===== src/rtl/fft_result_packer_if.sv =====
// Handshake and frame-bus bundle between an FFT core, the result packer
// and the downstream SPI output stage.
interface fft_result_packer_if #(
  parameter int N    = 16,
  parameter int MSB  = 8,
  parameter int IN_W = 16
);
  logic                  in_valid;
  logic                  in_first;
  logic [IN_W-1:0]       in_re;
  logic [IN_W-1:0]       in_im;
  logic                  in_ready;
  logic [N*2*MSB-1:0]    data_bus;
  logic                  start_spi;
  logic                  busy;
  logic                  frame_err;

  // Sample source side: drives samples, observes the packed frame.
  modport master (
    output in_valid, in_first, in_re, in_im,
    input  in_ready, data_bus, start_spi, busy, frame_err
  );

  // Packer side.
  modport slave (
    input  in_valid, in_first, in_re, in_im,
    output in_ready, data_bus, start_spi, busy, frame_err
  );
endinterface


===== src/rtl/fft_result_packer.sv =====
// Collects one frame of complex FFT bins (optionally in bit-reversed
// arrival order), truncates each part to its top MSB bits and presents the
// whole frame on a wide bus. A one-cycle start_spi strobe announces a
// complete frame; the bus is then frozen for HOLD_CYCLES while the SPI
// stage drains it.
module fft_result_packer #(
  parameter int N           = 16,
  parameter int MSB         = 8,
  parameter int IN_W        = 16,
  parameter int BITREV      = 1,
  parameter int HOLD_CYCLES = 1024
) (
  input  logic               clk,
  input  logic               rst,
  fft_result_packer_if.slave bus
);

  localparam int CW = $clog2(N);
  localparam int HW = (HOLD_CYCLES > 1) ? $clog2(HOLD_CYCLES) : 1;

  localparam logic [1:0] ST_FILL = 2'd0;
  localparam logic [1:0] ST_FIRE = 2'd1;
  localparam logic [1:0] ST_HOLD = 2'd2;

  logic [1:0]    state_reg, state_next;
  logic [CW-1:0] cnt_reg, cnt_next;
  logic [HW-1:0] hold_reg, hold_next;
  logic          frame_err_reg, frame_err_next;

  logic [CW-1:0] cnt_rev;
  logic [CW-1:0] wr_bin;
  logic          accept;
  logic          premature;
  logic [MSB-1:0] re_byte, im_byte;

  // One byte per slot: even slots real, odd slots imaginary.
  logic [MSB-1:0] slot_reg [2*N];

  // Accepting only in FILL; reset masks ready so nothing slips in while
  // the state is being forced back.
  assign bus.in_ready = (state_reg == ST_FILL) && !rst;
  assign accept       = bus.in_valid && bus.in_ready;

  // A frame marker in the middle of a frame restarts the frame at bin 0.
  assign premature    = accept && bus.in_first && (cnt_reg != '0);

  generate
    for (genvar gi = 0; gi < CW; gi++) begin : g_rev
      assign cnt_rev[gi] = cnt_reg[CW-1-gi];
    end
  endgenerate

  assign wr_bin  = premature ? '0 : ((BITREV != 0) ? cnt_rev : cnt_reg);

  // Plain truncation to the top bits keeps the sign with no rounding.
  assign re_byte = bus.in_re[IN_W-1 -: MSB];
  assign im_byte = bus.in_im[IN_W-1 -: MSB];

  // Next-state logic for the FILL / FIRE / HOLD sequencing.
  always_comb begin
    state_next     = state_reg;
    cnt_next       = cnt_reg;
    hold_next      = hold_reg;
    frame_err_next = 1'b0;
    case (state_reg)
      ST_FILL: begin
        if (accept) begin
          if (premature) begin
            cnt_next       = CW'(1);
            frame_err_next = 1'b1;
          end else if (cnt_reg == CW'(N-1)) begin
            cnt_next   = '0;
            state_next = ST_FIRE;
          end else begin
            cnt_next = cnt_reg + CW'(1);
          end
        end
      end
      ST_FIRE: begin
        hold_next  = '0;
        state_next = (HOLD_CYCLES == 0) ? ST_FILL : ST_HOLD;
      end
      ST_HOLD: begin
        if (hold_reg == HW'(HOLD_CYCLES-1)) begin
          state_next = ST_FILL;
        end else begin
          hold_next = hold_reg + HW'(1);
        end
      end
      default: state_next = ST_FILL;
    endcase
  end

  // Control state registers; reset overrides any concurrent event.
  always_ff @(posedge clk) begin
    if (rst) begin
      state_reg     <= ST_FILL;
      cnt_reg       <= '0;
      hold_reg      <= '0;
      frame_err_reg <= 1'b0;
    end else begin
      state_reg     <= state_next;
      cnt_reg       <= cnt_next;
      hold_reg      <= hold_next;
      frame_err_reg <= frame_err_next;
    end
  end

  // Slot storage: only the accepted bin is written, so slots not touched
  // in a frame keep the value from an earlier frame.
  always_ff @(posedge clk) begin
    if (rst) begin
      for (int s = 0; s < 2*N; s++) begin
        slot_reg[s] <= '0;
      end
    end else if (accept) begin
      slot_reg[{wr_bin, 1'b0}] <= re_byte;
      slot_reg[{wr_bin, 1'b1}] <= im_byte;
    end
  end

  generate
    for (genvar gi = 0; gi < 2*N; gi++) begin : g_bus
      assign bus.data_bus[gi*MSB +: MSB] = slot_reg[gi];
    end
  endgenerate

  assign bus.start_spi = (state_reg == ST_FIRE);
  assign bus.busy      = (state_reg == ST_FIRE) || (state_reg == ST_HOLD);
  assign bus.frame_err = frame_err_reg;

endmodule


===== src/flat_wrapper.sv =====
// flat-port wrapper written by rule: the top's interface ports become plain ports
module fft_result_packer_flat 
#(
  parameter int N           = 16,
  parameter int MSB         = 8,
  parameter int IN_W        = 16,
  parameter int BITREV      = 1,
  parameter int HOLD_CYCLES = 1024
)
  (clk, rst, bus_in_valid, bus_in_first, bus_in_re, bus_in_im, bus_in_ready, bus_data_bus, bus_start_spi, bus_busy, bus_frame_err);
  fft_result_packer_if #(.N(N), .MSB(MSB), .IN_W(IN_W)) bus_i ();
  input  logic clk;
  input  logic rst;
  input wire logic [$bits(bus_i.in_valid)-1:0] bus_in_valid;
  input wire logic [$bits(bus_i.in_first)-1:0] bus_in_first;
  input wire logic [$bits(bus_i.in_re)-1:0] bus_in_re;
  input wire logic [$bits(bus_i.in_im)-1:0] bus_in_im;
  output wire logic [$bits(bus_i.in_ready)-1:0] bus_in_ready;
  output wire logic [$bits(bus_i.data_bus)-1:0] bus_data_bus;
  output wire logic [$bits(bus_i.start_spi)-1:0] bus_start_spi;
  output wire logic [$bits(bus_i.busy)-1:0] bus_busy;
  output wire logic [$bits(bus_i.frame_err)-1:0] bus_frame_err;
  assign bus_i.in_valid = bus_in_valid;
  assign bus_i.in_first = bus_in_first;
  assign bus_i.in_re = bus_in_re;
  assign bus_i.in_im = bus_in_im;
  assign bus_in_ready = bus_i.in_ready;
  assign bus_data_bus = bus_i.data_bus;
  assign bus_start_spi = bus_i.start_spi;
  assign bus_busy = bus_i.busy;
  assign bus_frame_err = bus_i.frame_err;
  fft_result_packer #(.N(N), .MSB(MSB), .IN_W(IN_W), .BITREV(BITREV), .HOLD_CYCLES(HOLD_CYCLES)) u_core (.clk(clk), .rst(rst), .bus(bus_i));
endmodule

===== config.mk =====
export PLATFORM = sky130hd
export DESIGN_NAME = fft_result_packer_flat
export DESIGN_NICKNAME = d
export VERILOG_FILES = /design/src/rtl/fft_result_packer_if.sv /design/src/rtl/fft_result_packer.sv /design/src/flat_wrapper.sv
export SDC_FILE = /design/constraint.sdc
export NUM_CORES = 1
export LEC_CHECK = 0
export ABC_CLOCK_PERIOD_IN_PS = 4300
export CAP_MARGIN = 20
export CORE_ASPECT_RATIO = 0.7
export CORE_UTILIZATION = 52
export DETAILED_ROUTE_END_ITERATION = 6
export PLACE_DENSITY_LB_ADDON = 0.25
export SLEW_MARGIN = 0
export SYNTH_ARGS = -nofsm -noshare
export SYNTH_HDL_FRONTEND = slang
export SYNTH_SLANG_ARGS = --single-unit
export TNS_END_PERCENT = 100

===== constraint.sdc =====
create_clock -name clk -period 4.3 [get_ports clk]
set_input_delay 0.86 -clock clk [delete_from_list [all_inputs] [get_ports clk]]
set_output_delay 0.86 -clock clk [all_outputs]
set_load 0.03 [all_outputs]

==> results of run 1 <==
-- power groups by stage --
stage	logic [uW]	registers, uW	clock network, uW
after CTS	576	3040	2300
after floorplan	102	3290	0
final	571	3030	2280
after detailed placement	575	3090	0
after global placement	570	3090	0
after global routing	594	3040	2400
-- cell type report --
cell class	count	area [um2]
fill	1304	5410
clock buffer	33	698
multi-input combinational	376	2500
inverter	10	37.5
sequential	273	8030
timing repair buffer	296	2920
clock inverter	14	143
tap	270	338
-- metrics by stage --
step / hold slack, ns / cells / setup WS, ns / power [uW] / utilization, %
after floorplan: 0.449 / 699 / 1.80 / 3390 / -
after global placement: 0.462 / 1225 / 0.988 / 3660 / 68.9
after detailed placement: 0.482 / 1225 / 0.933 / 3670 / 68.9
after CTS: 0.500 / 1272 / 1.07 / 5910 / 73.1
after global routing: 0.529 / 1272 / 1.04 / 6040 / 73.1
final: 0.505 / 1272 / 1.09 / 5890 / 73.1
-- cells by family (layout without fill, tap and decap cells) --
group	count (synthesis)	in the layout	share of synthesized area, %
AOI/OAI and AO/OA	35	35	2.41
adders and majority gates	7	7	0.813
buffers and inverters	50	353	2.25
DFF	273	273	74.6
muxes	2	2	0.186
and+or+nand+nor	332	332	19.8
-- metal layers --
layer  part of all wire [%]  GRT usage [%]
met3                    6.9           5.11
met2                     48           40.9
met1                     43           33.4
met4                    1.4           5.32
met5                      0              0
-- final timing paths --
kind                                         start                                    to  depth (start not counted)
hold / removal    u_core.state_reg[0]$_SDFFE_PP0P_      u_core.state_reg[0]$_SDFFE_PP0P_                          2
setup / recovery                               rst                          bus_in_ready                          4
setup reg to reg    u_core.cnt_reg[0]$_SDFFE_PP0P_  u_core.slot_reg[0][10]$_SDFFCE_PN0P_                          7
hold reg to reg   u_core.state_reg[0]$_SDFFE_PP0P_      u_core.state_reg[0]$_SDFFE_PP0P_                          2
-- cell usage in the layout (no fill, tap or decap), drive strengths merged, types with 8 or more instances in the layout --
| master | count |
|---|---|
| edfxtp | 256 |
| inv | 10 |
| clkinv | 10 |
| buf | 17 |
| nand2 | 8 |
| nor2 | 18 |
| a21oi | 9 |
| clkbuf | 33 |
| or2 | 17 |
| and2 | 257 |
| dfxtp | 17 |
| o21ai | 8 |
| clkdlybuf4s50 | 279 |
-- worst max-delay path, cell delays in order --
cell	delay (ns)
clkdlybuf4s50_1	0.43
buf_4	0.24
nor2b_1	0.14
clkdlybuf4s50_1	0.68
==> qor.yml, run 1 <==
status:
  status: "completed"
drt:
  drtPass1Iterations: 5
  drt_wl_total_um: 25900
  remaining_drc_errors: 0
  vias: 6463
  ant_nets: 0
  drt_iter0_drc: 474
  wl_per_cell_um: 20.3
  viasPerCell: 5.08
cells_and_area:
  antenna-diode-count: 0
  finalNetCount: 1026
  design_area_mm2: 0.0147
  area_delta_synth_final_pct: 36.2
  final_layout_size_suffix_gt1_share_pct: 8.58
  largest_register_ffs: 256
floorplanning:
  die-area_mm2: 0.0213
  initial_utilization_pct: 53.7
  die_x_um: 174
  rows: 43
  fp.dieH_um: 122
  fp.coreArea_mm2: 0.0201
  io_pins: 296
synth:
  yosysTopAreaCell: "edfxtp_1"
  synthCells: 699
  yosysWarnings: 0
  ys_top_cells_by_count: "257 x and2_1, 256 x edfxtp_1, 20 x clkbuf_1"
  syn_nets: 742
  yosysSeqAreaShare_pct: 74.6
  synthesis.area_mm2: 0.0108
  yosys.cell_types.count: 47
  synth-seq-cells: 273
  synth_edf_count: 256
  synth.most_common_cell: "and2_1"
  synth_area_leaders: "edfxtp_1 71%, and2_1 15%, dfxtp_1 3.2%"
  syn_area_per_cell_um2: 15.4
  synth.top_cell.area_share_pct: 71.4
  async_reset_ff_share_pct: 0
  synthFlopType: "edfxtp_1"
power_and_ir_drop:
  peakVddDrop_mv: 0.250
  power_density_mw_per_mm2: 401
  power_leakage_uw: 0.00538
  p_switching_uw: 1360
  cellInternalPower_uw: 4520
  swShare_pct: 23.2
  power_frac_clock_pct: 38.7
  seqPwrFrac_pct: 51.6
  pwr-share-comb_pct: 9.7
clocking:
  tritoncts: "built"
  postCtsSetupBuffers: 0
  hold_buffers: 0
  clock-sinks: 273
  post_cts_resized: 0
  cts-root-buf: "clkbuf_16"
  clk_pin_slew_ns: 0.06
  htree_levels: 1
  numCtsBuffers: 26
  clkLatencyLatePin_ns: 0.53
  ctsLongestPathBuffers: 3
sta:
  worst-slew-pin-transition_ns: 0.764
  slew_viol_final: 0
  setup_violations: 0
  setup_tns_ns: 0
  finalHoldViolCount: 0
  relSlewSlack_pct: 49.1
  finalCritPeriodShare_pct: 74.6
  skew_ns: 0.0160
  rsz0062_at_grt: "no"
  finalCriticalPeriod_ns: 3.21
  max_freq_mhz: 312
grt:
  grt_max_degree: 31
  grt_use_total_pct: 24.5
  grt_antenna_before_repair: 0
  grt_pass1_wl_um: 38400
  overflow: 0
  grt_pass1_vias: 6253
worst_hold_path:
  min_path_type: "register to register"
setup_path:
  arrival_ns: 2.35
  endpoint_kind: "output pin"
  path_max_fanout: 30
  criticalPathCategory: "primary input to output pin"
  start_kind: "primary input"
  r2r_slack_ns: 1.48
  crit_required_ns: 3.44
placement:
  gp_congestion: 0.814
  dpl_cell_area_mm2: 0.0138
  port_buffers: 279
  hpwl_um: 17900
flow_run:
  maxCapViolCount: 0
No activity file was read; power rests on OpenSTA's default activity.
==> run 2, diff against run 1 <==
- ABC_CLOCK_PERIOD_IN_PS: 4300 -> 3200
- CORE_UTILIZATION: 52 -> 48
- clock period: 4.3 -> 3.2 ns (I/O delays scaled with it)
==> qor.yml, run 2 (synthesis gave the netlist of run 1 again) <==
status:
  status: "completed"
clocking:
  numCtsBuffers: 27  # +3.8%
  clock-sinks: 273  # unchanged
  clkLatencyLatePin_ns: 0.54  # about the same
  postCtsSetupBuffers: 0  # unchanged
  htree_levels: 1  # unchanged
  post_cts_resized: 0  # unchanged
  hold_buffers: 0  # unchanged
  clk_pin_slew_ns: 0.06  # about the same
  ctsLongestPathBuffers: 3  # unchanged
  cts-root-buf: "clkbuf_16"
  tritoncts: "built"
power_and_ir_drop:
  p_switching_uw: 1880  # +38%
  cellInternalPower_uw: 6170  # +37%
  swShare_pct: 23.3  # +0.16 points
  seqPwrFrac_pct: 50.6  # -1.0 points
  power_density_mw_per_mm2: 545  # +36%
  power_leakage_uw: 0.00545  # +1.4%
  power_frac_clock_pct: 39.7  # +1.0 points
  pwr-share-comb_pct: 9.7  # about the same
  peakVddDrop_mv: 0.409  # +64%
sta:
  slew_viol_final: 0  # unchanged
  relSlewSlack_pct: 47.5  # -1.6 points
  finalHoldViolCount: 0  # unchanged
  skew_ns: 0.0155  # -0.000497 ns
  setup_tns_ns: 0  # unchanged
  max_freq_mhz: 394
  worst-slew-pin-transition_ns: 0.785  # +0.0211 ns
  rsz0062_at_grt: "no"
  setup_violations: 0  # unchanged
  finalCriticalPeriod_ns: 2.54
  finalCritPeriodShare_pct: 79.4
floorplanning:
  io_pins: 296  # unchanged
  fp.dieH_um: 127  # +4.0%
  die_x_um: 181  # +4.0%
  die-area_mm2: 0.0230  # +8.2%
  initial_utilization_pct: 49.3  # -4.4 points
  fp.coreArea_mm2: 0.0218  # +8.9%
  rows: 45  # +4.7%
cells_and_area:
  layout_common_cells: "278 x clkdlybuf4s50_1, 257 x and2_1, 256 x edfxtp_1"
  antenna-diode-count: 0  # unchanged
  area_delta_synth_final_pct: 37.3
  finalNetCount: 1034  # +0.78%
  final_common_cell: "clkdlybuf4s50_1"
  nFillCells: 1523  # +17%
  seqCellArea_mm2: 0.00803  # unchanged
  final_layout_size_suffix_gt1_share_pct: 9.79  # +1.2 points
  final_util_pct: 67.7  # -5.4 points
  largest_register_ffs: 256  # unchanged
  multiInputGateArea_mm2: 0.00250  # unchanged
drt:
  drt_wl_total_um: 26500  # +2.6%
  drtPass1Iterations: 5  # unchanged
  drt_iter0_drc: 490  # +3.4%
  viasPerCell: 5.06  # -0.42%
  vias: 6542  # +1.2%
  ant_nets: 0  # unchanged
  wl_per_cell_um: 20.5  # +0.90%
  remaining_drc_errors: 0  # unchanged
setup_path:
  start_kind: "register"
  criticalPathCategory: "register to output pin"
  endpoint_kind: "output pin"
  max_stage_delay_ns: 0.66  # -0.02 ns
  crit_family: "buffers and inverters"
  critical_path_buf_inv_count: 2  # -1
  path_max_fanout: 3  # -90%
  crit_required_ns: 2.56  # -0.88 ns
  cp_cell_sequence: "inv_1 > ha_1 > clkdlybuf4s50_1"
  cp_slowest_cell: "clkdlybuf4s50_1"
  arrival_ns: 1.90  # -0.45 ns
placement:
  gp_congestion: 0.828  # +1.7%
  port_buffers: 279  # unchanged
  hpwl_um: 18400  # +2.8%
grt:
  grt_antenna_before_repair: 0  # unchanged
  grt_max_degree: 31  # unchanged
  grt_use_total_pct: 22.9  # -1.5 points
  grt_pass1_wl_um: 39100  # +1.9%
  overflow: 0  # unchanged
  grt_pass1_vias: 6313  # +0.96%
flow_run:
  maxCapViolCount: 0  # unchanged
worst_hold_path:
  min_path_type: "register to register"
## run 2: changes by cell type in the layout (fill, tap and decap cells not counted), sizes merged
cell           previous run  this run
clkinv                   10        12
buf                      17        25
bufinv                    3         4
inv                      10        12
clkinvlp                  1         0
clkdlybuf4s50           279       278
clkbuf                   33        31
## run 2: final timing paths
| path | start | endpoint | slack (ns) | cells after the start |
|---|---|---|---|---|
| max | u_core.state_reg[0]$_SDFFE_PP0P_ | bus_busy | 0.66 | 3 |
| max reg2reg | u_core.cnt_reg[0]$_SDFFE_PP0P_ | u_core.slot_reg[14][10]$_SDFFCE_PN0P_ | 0.73 | 6 |
| min reg2reg | u_core.state_reg[1]$_SDFFE_PP0P_ | u_core.state_reg[1]$_SDFFE_PP0P_ | 0.49 | 2 |
| min | u_core.state_reg[1]$_SDFFE_PP0P_ | u_core.state_reg[1]$_SDFFE_PP0P_ | 0.49 | 2 |
## run 2: tightest hold or removal path, delay by kind of cell (launching register included)
family	cells	cell delay, ns
and+or+nand+nor	1	0.07
DFF	1	0.33
muxes	1	0.05
## run 2: layout make-up
class | instances | area share (%)
Clock buffer | 31 | 4.67
Clock inverter | 18 | 1.33
Inverter | 10 | 0.254
Multi-Input combinational cell | 376 | 16.9
Sequential cell | 273 | 54.3
Tap cell | 282 | 2.39
Timing Repair Buffer | 303 | 20.2
## run 2: stage by stage
stage               std cells  setup WS, ns  instance area [um2]  hold WS (ns)  total power [uW]
global route             1293         0.571                14800         0.505              8260
detailed placement       1244         0.356                13900         0.480              4940
global placement         1244         0.391                13900         0.470              4920
floorplan                 699         0.879                10800         0.449              4550
finish                   1293         0.661                14800         0.491              8050
CTS                      1293         0.636                14800         0.486              8090
## run 2: power by group through the flow
stage	Clock (uW)	Sequential (uW)	Combinational (uW)
4_1_cts	3230	4080	786
3_3_place_gp	0	4150	778
3_5_place_dp	0	4150	784
5_1_grt	3360	4090	810
6_report	3200	4070	780
2_1_floorplan	0	4420	137
## run 2: layer usage
layer	routed length, um	up-vias	global-route usage, %
met3	2190	49	5.47
li1	-	3029	-
met2	12300	277	37.2
met4	782	0	7.03
met5	0	-	0
met1	11200	3187	31.0
